--- config.mk ---
export PLATFORM = sky130hd
export DESIGN_NAME = pl_hazard_ctrl
export DESIGN_NICKNAME = d
export VERILOG_FILES = /design/src/rtl/pl_hazard_ctrl.sv
export SDC_FILE = /design/constraint.sdc
export NUM_CORES = 1
export LEC_CHECK = 0
export CAP_MARGIN = 25
export CORE_ASPECT_RATIO = 2
export CORE_MARGIN = 2
export CORE_UTILIZATION = 30
export CTS_CLUSTER_SIZE = 16
export DETAILED_ROUTE_END_ITERATION = 16
export PLACE_DENSITY_LB_ADDON = 0.05
export SETUP_SLACK_MARGIN = 0.3
export SKIP_CTS_REPAIR_TIMING = 1
export SLEW_MARGIN = 30
export SYNTH_ARGS = -nofsm -noshare
export SYNTH_HDL_FRONTEND = slang
export SYNTH_SLANG_ARGS = --single-unit
--- constraint.sdc ---
create_clock -name clk -period 2.4 [get_ports clk]
set_input_delay 0.24 -clock clk [delete_from_list [all_inputs] [get_ports clk]]
set_output_delay 0.24 -clock clk [all_outputs]
set_load 0.005 [all_outputs]
--- src/rtl/pl_hazard_ctrl.sv ---
`default_nettype none
// ============================================================================
// Module   : pl_hazard_ctrl
// Purpose  : Hazard/stall controller for the 5-stage RISC-V pipeline.
//            Generates EX forwarding selects, load-use stalls, branch flushes
//            and a data-memory wait FSM with timeout and sticky error flag.
// Options  : HAZ_PERF_CNT_EN - when defined, StallCount counts StallF cycles
//            (saturating); otherwise StallCount is tied to zero.
// Revision : 1.0 - initial release
// ============================================================================
module pl_hazard_ctrl #(
    parameter int TIMEOUT = 16,
    parameter int CNT_W   = 8
) (
    input  logic        clk,
    input  logic        reset,
    input  logic [4:0]  Rs1D,
    input  logic [4:0]  Rs2D,
    input  logic [4:0]  Rs1E,
    input  logic [4:0]  Rs2E,
    input  logic [4:0]  RdE,
    input  logic [4:0]  RdM,
    input  logic [4:0]  RdW,
    input  logic [1:0]  ResultSrcE,
    input  logic        RegWriteM,
    input  logic        RegWriteW,
    input  logic        PCSrcE,
    input  logic        MemReqM,
    input  logic        MemReadyM,
    output logic [1:0]  ForwardAE,
    output logic [1:0]  ForwardBE,
    output logic        StallF,
    output logic        StallD,
    output logic        StallE,
    output logic        StallM,
    output logic        FlushD,
    output logic        FlushE,
    output logic        FlushW,
    output logic        MemTimeout,
    output logic        MemErr,
    output logic [31:0] StallCount
);

    typedef enum logic [0:0] {
        S_IDLE = 1'b0,
        S_WAIT = 1'b1
    } state_t;

    // Last WAIT cycle index; reaching it without ready abandons the access.
    localparam logic [CNT_W-1:0] CNT_LAST = CNT_W'(TIMEOUT - 1);

    state_t           state;
    state_t           state_next;
    logic [CNT_W-1:0] cnt;
    logic [CNT_W-1:0] cnt_next;
    logic             mem_wait;
    logic             timeout;
    logic             lw_stall;

    // Forwarding: memory stage wins over writeback, x0 never forwarded.
    assign ForwardAE = (RegWriteM && (RdM != 5'd0) && (RdM == Rs1E)) ? 2'b10 :
                       (RegWriteW && (RdW != 5'd0) && (RdW == Rs1E)) ? 2'b01 : 2'b00;
    assign ForwardBE = (RegWriteM && (RdM != 5'd0) && (RdM == Rs2E)) ? 2'b10 :
                       (RegWriteW && (RdW != 5'd0) && (RdW == Rs2E)) ? 2'b01 : 2'b00;

    // Load in EX whose destination is read by the instruction in decode.
    assign lw_stall = (ResultSrcE == 2'b01) && (RdE != 5'd0) &&
                      ((RdE == Rs1D) || (RdE == Rs2D));

    // A memory wait freezes E and the branch, so it overrides their flushes.
    assign StallM     = mem_wait;
    assign StallE     = mem_wait;
    assign StallF     = mem_wait | lw_stall;
    assign StallD     = mem_wait | lw_stall;
    assign FlushE     = !mem_wait & (lw_stall | PCSrcE);
    assign FlushD     = !mem_wait & PCSrcE;
    assign FlushW     = mem_wait;
    assign MemTimeout = timeout;

    // Wait FSM next state, wait counter and the combinational memWait term.
    always_comb begin
        state_next = state;
        cnt_next   = cnt;
        mem_wait   = 1'b0;
        timeout    = 1'b0;
        case (state)
            S_IDLE: begin
                if (MemReqM && !MemReadyM) begin
                    mem_wait   = 1'b1;
                    state_next = S_WAIT;
                    cnt_next   = '0;
                end
            end
            S_WAIT: begin
                mem_wait = !MemReadyM && (cnt < CNT_LAST);
                timeout  = !MemReadyM && (cnt >= CNT_LAST);
                if (MemReadyM || timeout || !MemReqM) begin
                    state_next = S_IDLE;
                    cnt_next   = '0;
                end else begin
                    cnt_next = cnt + 1'b1;
                end
            end
            default: begin
                state_next = S_IDLE;
                cnt_next   = '0;
            end
        endcase
    end

    // State, counter and sticky error registers; reset drops everything at once.
    always_ff @(posedge clk or posedge reset) begin
        if (reset) begin
            state  <= S_IDLE;
            cnt    <= '0;
            MemErr <= 1'b0;
        end else begin
            state <= state_next;
            cnt   <= cnt_next;
            if (timeout) begin
                MemErr <= 1'b1;
            end
        end
    end

`ifdef HAZ_PERF_CNT_EN
    logic [31:0] stall_cnt;

    // Saturating count of cycles in which fetch is held.
    always_ff @(posedge clk or posedge reset) begin
        if (reset) begin
            stall_cnt <= 32'd0;
        end else if (StallF && (stall_cnt != 32'hFFFF_FFFF)) begin
            stall_cnt <= stall_cnt + 32'd1;
        end
    end

    assign StallCount = stall_cnt;
`else
    assign StallCount = 32'd0;
`endif

endmodule
`default_nettype wire

# Word level (Yosys, flattened, before mapping)

Cells that the tools add are included.

Register bits after elaboration: 10
Bits of input ports: 44
Output and inout port bits: 45
Word-level logic and storage cells: 51

Add/subtract/negate cells: 1
Magnitude comparators: 2
Equality and inequality tests: 8
Muxes and demuxes: 12
Bitwise logic cells: 5
Reductions and logical operators: 20

Operators with widths:

| operator            | count |
|---|---|
| $eq 5x5->1          | 6 |
| $mux 8              | 2 |
| $pmux 8 s2          | 1 |
| $reduce_bool 5->1   | 3 |
| $logic_and 1x1->1   | 11 |
| $add 8x1->8 const B | 1 |
| $ge 8x4->1 const B  | 1 |
| $lt 8x4->1 const B  | 1 |
| $mux 1              | 5 |
| $mux 2              | 2 |
| $pmux 1 s2          | 2 |
| $logic_not 1->1     | 3 |
| $logic_or 1x1->1    | 3 |
| $and 1x1->1         | 2 |
| $eq 2x1->1 const B  | 1 |
| $ne 2x2->1 const B  | 1 |
| $or 1x1->1          | 2 |
| $not 1->1           | 1 |

# Longest topological paths before layout

Gate-level depths: netlist of the first run.

Depth after elaboration: 6
Gate-level depth with buffers: 5
Depth with buffers taken out: 5

# Least setup slack after synthesis of the first run

No wires, ideal clock.

Path kind: register to output
Start point: reg cnt[0]
End point: out FlushE
Arrival time: 1.280 ns
Required time: 2.160 ns
Path slack: 0.880 ns
Cell stages (with the launch flop): 6
Buffers on the path: 0
Path through: dfrtp_1 > ha_1 > nand3_1 > a31oi_1 > inv_1 > o31ai_1

Longest elaborated chain between the ends: 5

RTL lines:

| element                | RTL line | RTL |
|---|---|---|
| start, declared        | 54       | `logic [CNT_W-1:0] cnt;` |
| start signal, assigned | 119      | `cnt <= cnt_next;` |
| $lt 8x4->1             | 95       | `mem_wait = !MemReadyM && (cnt < CNT_LAST);` |
| $logic_and 1x1->1      | 95       |  |
| $pmux 1 s2             | 86       | `case (state)` |
| net FlushW             | 38       | `output logic FlushW,` |
| $logic_not 1->1        | 75       | `assign FlushE = !mem_wait & (lw_stall \| PCSrcE);` |
| $and 1x1->1            | 75       |  |
| end, declared          | 37       | `output logic FlushE,` |

The timed path passes the listed nets, and every way through them passes these cells.

# Worst setup path in the final report of the first run

Start point: in RdM[1]
End point: out ForwardAE[0]

Longest elaborated chain between the ends: 4
Elaborated cells on any way between the ends: 5
Classes of those cells: 1 x eq/ne; 1 x mux; 3 x reduce/logical

RTL lines:

| element             | RTL line | RTL |
|---|---|---|
| start, declared     | 22       | `input logic [4:0] RdM,` |
| $reduce_bool 5->1   | 61       | `assign ForwardAE = (RegWriteM && (RdM != 5'd0) && (RdM == Rs1E)) ? 2'b10 :` |
| $logic_and 1x1->1   | 61       |  |
| $logic_and 1x1->1 * | 61       |  |
| $mux 2 *            | 61       |  |
| end, declared       | 30       | `output logic [1:0] ForwardAE,` |

Every way passes the cells marked *; elsewhere a longest branch is shown, timed or not.

==> flow_metrics.py, run 1 <==
metrics = {
    "routing": {
        "dr.pass1.iters": 4,
        "drtAntennaViolNets": 0,
        "wl_per_cell_um": 13.5,
        "finalWirelength_mm": 3.42,
        "drtIter0Drc": 18,
        "viasPerCell": 4.34,
        "drcViolationCount": 0,
        "vias": 1103,
    },
    "global_route": {
        "grt_max_degree": 11,
        "grt_usage_pct": 15.7,
        "grt_pass1_vias": 1176,
        "grt_pass1_wl_mm": 5.01,
        "antenna_found_initial": 0,
        "grt_overflow": 0,
    },
    "setup_path": {
        "critical_path_required_ps": 2160,
        "r2r-end": "cnt[3]$_DFFE_PP0P_",
        "crit_arrival_ps": 1860,
        "end_kind": "primary output",
        "crit_fanout": 2,
        "r2r_start": "cnt[5]$_DFFE_PP0P_",
        "crit_type": "primary input to primary output",
        "r2r_cells": 6,
        "startpoint_type": "primary input",
        "r2r_setup_slack_ps": 720,
    },
    "logic_synthesis": {
        "synthDistinctLibCells": 34,
        "synth_area_sq_um": 1150,
        "postSynthAreaPerCell_sq_um": 8.64,
        "synthFlopType": "dfrtp_1",
        "synthTopCellsByArea": "buf_4 (23%), dfrtp_1 (22%), xor2_1 (18%), xnor2_1 (4.6%), nor4_2 (3.3%)",
        "synth_largest_area_cell": "buf_4",
        "syn_inst": 133,
        "synth_top_area_share_pct": 22.9,
        "async_flop_share_pct": 100,
        "ys_ff_latch": 10,
        "synth_warnings": 0,
        "synth_edf_count": 0,
        "ys_seq_area_share_pct": 21.8,
    },
    "timing": {
        "fmax_mhz": 475,
        "tightest_slew_ps": 584,
        "setup_violations": 0,
        "layout_min_cycle_time_ps": 2100,
        "skew_ps": 1.14,
        "slew_viol_final": 0,
        "period_share_pct": 87.6,
        "grt_setup_unrepaired": "true",
        "fin_setup_tns_ps": 0,
        "hold_viol_final": 0,
        "max_slew_margin_pct": 61.0,
    },
    "power_and_ir_drop": {
        "ir_worst_vdd_uv": 195,
        "p_leak_nw": 1.09,
        "powerDensity_nw_per_um2": 324,
    },
    "cells_and_area": {
        "seq_area_sq_um": 250,
        "syn2layout_area_growth_pct": 70.4,
        "fill_cells": 360,
        "multi_input_area_sq_um": 840,
        "final_cell_mix": "clkdlybuf4s50_1 (34), conb_1 (32), xor2_1 (24)",
        "fin_cells": 254,
        "layout-drive-gt1-share_pct": 18.0,
        "final_common_cell": "clkdlybuf4s50_1",
        "n_antenna_cell": 0,
        "fin_nets": 251,
    },
    "clocking": {
        "clock_latency_ps": 240,
        "clock_sinks": 10,
        "cts.htree.levels": 1,
        "root_buffer": "clkbuf_8",
        "clk_pin_slew_ps": 50,
        "clk_path_buf_depth": 2,
        "cts_tree": "done",
        "cts-buffers-inserted": 3,
    },
    "floorplanning": {
        "die_w_um": 47.8,
        "rows": 31,
        "ios": 89,
        "dieArea_sq_um": 4370,
        "die_h_um": 91.5,
        "start_util_pct": 31.5,
        "core_region_area_sq_um": 3650,
    },
    "placement": {
        "dp.cells": 246,
        "io_buffers": 56,
        "gp_congestion": 0.836,
        "dp_hpwl_mm": 2.92,
    },
    "flow_run": {
        "max_cap_viol_count": 0,
    },
    "worst_hold_path": {
        "min_path_type": "primary input to asynchronous set/reset pin",
    },
    "outcome": {
        "status": "complete, no violations",
    },
}
## cells in the mapped netlist, drive strengths merged, types with 2 or more instances
master and count:
o21ai 6, xnor2 6, and2 3, nor2b 3
nor2 2, nand2 2, dfrtp 10, inv 5
buf 35, or2 2, nor4 5, a22o 2
nand3 5, a21oi 2, or4 5, xor2 24
nor3 3
## worst max-delay path: stages
cell	delay [ps]
clkdlybuf4s50_1	410
or4_4	430
o21ai_4	200
buf_6	130
nor4_4	40
buf_4	150
nor4_4	110
buf_2	150
## flip-flops by register name, summed over array words and instances, names as in the netlist
signal / count
cnt: 8
state: 1
MemErr: 1
## cell families after synthesis
group           Yosys count  share of synthesized area, %
simple gates             35                          20.2
compound gates           16                          9.26
flops                    10                          21.8
fa+ha+maj                 1                          1.09
xor+xnor                 30                          22.9
buf+inv                  40                          24.5
other cells               1                         0.326
## per-stage QoR
stage          cell area (sq um)  setup WS [ps]  hold WS (ps)  util (%)  total power, W
2_1_floorplan               1260            880          80.2         -        0.000304
5_1_grt                     1960            215           309      53.7        0.000669
6_report                    1960            297           279      53.7        0.000633
3_5_place_dp                1710           -104           464      47.0        0.000408
4_1_cts                     1770           -137           294      48.5        0.000624
3_3_place_gp                1710           -108           452      47.0        0.000406
## metal layers
metal | vias to the layer above | global-route usage, % | wire length, um
met5 | - | 0 | 0
met1 | 522 | 13.2 | 1050
li1 | 528 | - | -
met4 | 0 | 5.41 | 51
met3 | 5 | 1.99 | 173
met2 | 48 | 31.9 | 2140
## where the power goes
| part | total, W | switching, W | leakage (nW) | internal, W |
|---|---|---|---|---|
| sequential | 0.000178 | 0.00000447 | 0.138 | 0.000173 |
| clock | 0.000210 | 0.0000657 | 0.0288 | 0.000144 |
| combinational | 0.000246 | 0.000108 | 0.921 | 0.000138 |
| total | 0.000633 | 0.000178 | 1.09 | 0.000455 |
## how the worst max path moves through the flow
stage / start / end / slack (ps) / depth (start not counted)
after floorplan: cnt[0]$_DFFE_PP0P_ / FlushE / 880 / 5
after global placement: RdM[1] / ForwardBE[0] / -110 / 6
after detailed placement: RdM[2] / ForwardBE[0] / -100 / 6
after CTS: cnt[0]$_DFFE_PP0P_ / FlushE / -140 / 6
after global routing: RdM[1] / ForwardAE[0] / 210 / 8
final: RdM[1] / ForwardAE[0] / 300 / 8
## layout make-up
cell class                      count  share of cell area, %
Multi-Input combinational cell    114                   42.9
Timing Repair Buffer               72                   37.4
Sequential cell                    10                   12.8
Tap cell                           49                   3.13
Clock buffer                        4                   2.81
Inverter                            5                  0.959
No activity file was read; power rests on OpenSTA's default activity.
==> inputs of run 2 (changes only) <==
--- a/config.mk
+++ b/config.mk
@@ -13,8 +13,8 @@
 export DETAILED_ROUTE_END_ITERATION = 16
 export PLACE_DENSITY_LB_ADDON = 0.05
 export SETUP_SLACK_MARGIN = 0.3
-export SKIP_CTS_REPAIR_TIMING = 1
 export SLEW_MARGIN = 30
 export SYNTH_ARGS = -nofsm -noshare
 export SYNTH_HDL_FRONTEND = slang
 export SYNTH_SLANG_ARGS = --single-unit
+export TNS_END_PERCENT = 1
==> flow_metrics.py, run 2 (synthesis gave the netlist of run 1 again) <==
metrics = {
    "clocking": {
        "clk_path_buf_depth": 2,
        "clock_latency_ps": 240,
        "cts-buffers-inserted": 3,
        "cts_setup_buffers": 0,
        "ctsHoldBuffers": 0,
        "clk_pin_slew_ps": 50,
        "root_buffer": "clkbuf_8",
        "cts.htree.levels": 1,
        "clock_sinks": 10,
        "cts_tree": "done",
    },
    "timing": {
        "fmax_mhz": 431,
        "hold_viol_final": 0,
        "skew_ps": 1.83,
        "timing.hold.ws_ps": 281,
        "setup_violations": 0,
        "period_share_pct": 96.6,
        "tightest_slew_ps": 589,
        "grt_setup_unrepaired": "true",
        "layout_min_cycle_time_ps": 2320,
        "slew_viol_final": 0,
        "fin_setup_tns_ps": 0,
        "max_slew_margin_pct": 60.7,
    },
    "setup_path": {
        "critical_path_required_ps": 2160,
        "crit_family": "buffers and inverters",
        "crit_fanout": 2,
        "cpPeakStageDelay_ps": 550,
        "r2r_setup_slack_ps": 820,
        "crit_type": "primary input to primary output",
        "crit_arrival_ps": 2080,
        "crit_path_top_delay_cell": "or4_4",
        "r2r-end": "cnt[3]$_DFFE_PP0P_",
        "startpoint": "RdM[1]",
        "startpoint_type": "primary input",
        "crit_top_cell": "clkdlybuf4s50_1",
        "r2r_cells": 5,
        "crit_cells": 6,
        "crit_buf_inv": 3,
        "end_kind": "primary output",
        "r2r_start": "cnt[6]$_DFFE_PP0P_",
        "crit_chain": "clkdlybuf4s50_1 > or4_4 > o21ai_4 > nor4_4 > buf_4 > clkdlybuf4s50_1",
        "endpoint": "ForwardBE[1]",
    },
    "routing": {
        "finalWirelength_mm": 3.39,
        "vias": 1089,
        "dr.pass1.iters": 4,
        "wl_per_cell_um": 13.5,
        "drcViolationCount": 0,
        "drtAntennaViolNets": 0,
        "viasPerCell": 4.36,
        "drtIter0Drc": 22,
    },
    "placement": {
        "gp_congestion": 0.836,
        "dp_hpwl_mm": 2.92,
        "io_buffers": 56,
    },
    "floorplanning": {
        "rows": 31,
        "dieArea_sq_um": 4370,
        "die_h_um": 91.5,
        "start_util_pct": 31.5,
        "ios": 89,
        "die_w_um": 47.8,
        "core_region_area_sq_um": 3650,
    },
    "cells_and_area": {
        "n_antenna_cell": 0,
        "layout-drive-gt1-share_pct": 13.4,
        "fin_nets": 247,
        "reg_top3": "cnt x8, MemErr x1, state x1",
        "regMostFlops": "cnt",
        "syn2layout_area_growth_pct": 59.4,
        "final_cell_mix": "clkdlybuf4s50_1 (52), conb_1 (32), xor2_1 (24)",
        "largest_reg_flops": 8,
        "final_common_cell": "clkdlybuf4s50_1",
    },
    "global_route": {
        "grt_usage_pct": 16.0,
        "grt_max_degree": 11,
        "grt_overflow": 0,
        "grt_pass1_vias": 1195,
        "grt_pass1_wl_mm": 5.13,
        "antenna_found_initial": 0,
    },
    "power_and_ir_drop": {
        "ir_worst_vdd_uv": 186,
        "powerDensity_nw_per_um2": 342,
        "p_leak_nw": 0.824,
    },
    "outcome": {
        "status": "complete, no violations",
    },
    "flow_run": {
        "max_cap_viol_count": 0,
    },
    "worst_hold_path": {
        "min_path_type": "primary input to asynchronous set/reset pin",
    },
}
run 2: cell type report:
| type | count | area (sq um) |
|---|---|---|
| timing repair buffer | 68 | 646 |
| fill | 393 | 1820 |
| tap | 49 | 61.3 |
| inverter | 5 | 18.8 |
| sequential | 10 | 250 |
| clock buffer | 4 | 55.1 |
| multi-input combinational | 114 | 800 |
run 2: what timing repair did:
item                                    CTS  global route
gates resized for setup                  10             4
endpoints found under the setup margin   11            12
cloned                                    0             0
pin swaps                                 1             1
run 2: power breakdown:
group | switching, W | internal (W)
clock network | 0.0000657 | 0.000144
logic | 0.000104 | 0.000135
registers | 0.00000342 | 0.000173
run 2: worst register-to-register path: stages (launching register included):
cell and delay [ps]:
dfrtp_1 420, nor4_4 360, buf_4 180, nand3_1 110
or3_1 360, o21ai_0 70
run 2: worst min-delay path by stage:
stage / slack, ps / end / from / depth (start not counted)
floorplan: 80 / MemErr$_DFFE_PP0P_ / reset / 1
global placement: 450 / MemErr$_DFFE_PP0P_ / MemErr$_DFFE_PP0P_ / 1
detailed placement: 460 / MemErr$_DFFE_PP0P_ / MemErr$_DFFE_PP0P_ / 1
CTS: 290 / MemErr$_DFFE_PP0P_ / reset / 2
global route: 310 / state$_DFF_PP0_ / reset / 2
finish: 280 / state$_DFF_PP0_ / reset / 2
run 2: metrics by stage:
stage	instance area [sq um]	cells	setup slack (ps)	total power, W	util, %
after floorplan	1260	164	880	0.000304	-
after global placement	1710	246	-108	0.000406	47.0
after detailed placement	1710	246	-104	0.000408	47.0
after CTS	1810	250	46.7	0.000626	49.5
after global routing	1830	250	14.0	0.000660	50.2
final	1830	250	81.1	0.000626	50.2
run 2: routing by layer:
layer | vias to the layer above | part of all wire, % | track usage [%] | wire, um
met2 | 47 | 63 | 32.2 | 2130
met3 | 4 | 5.4 | 1.99 | 184
met1 | 518 | 30 | 13.9 | 1030
met4 | 0 | 1.3 | 5.41 | 43
li1 | 520 | - | - | -
met5 | - | 0 | 0 | 0
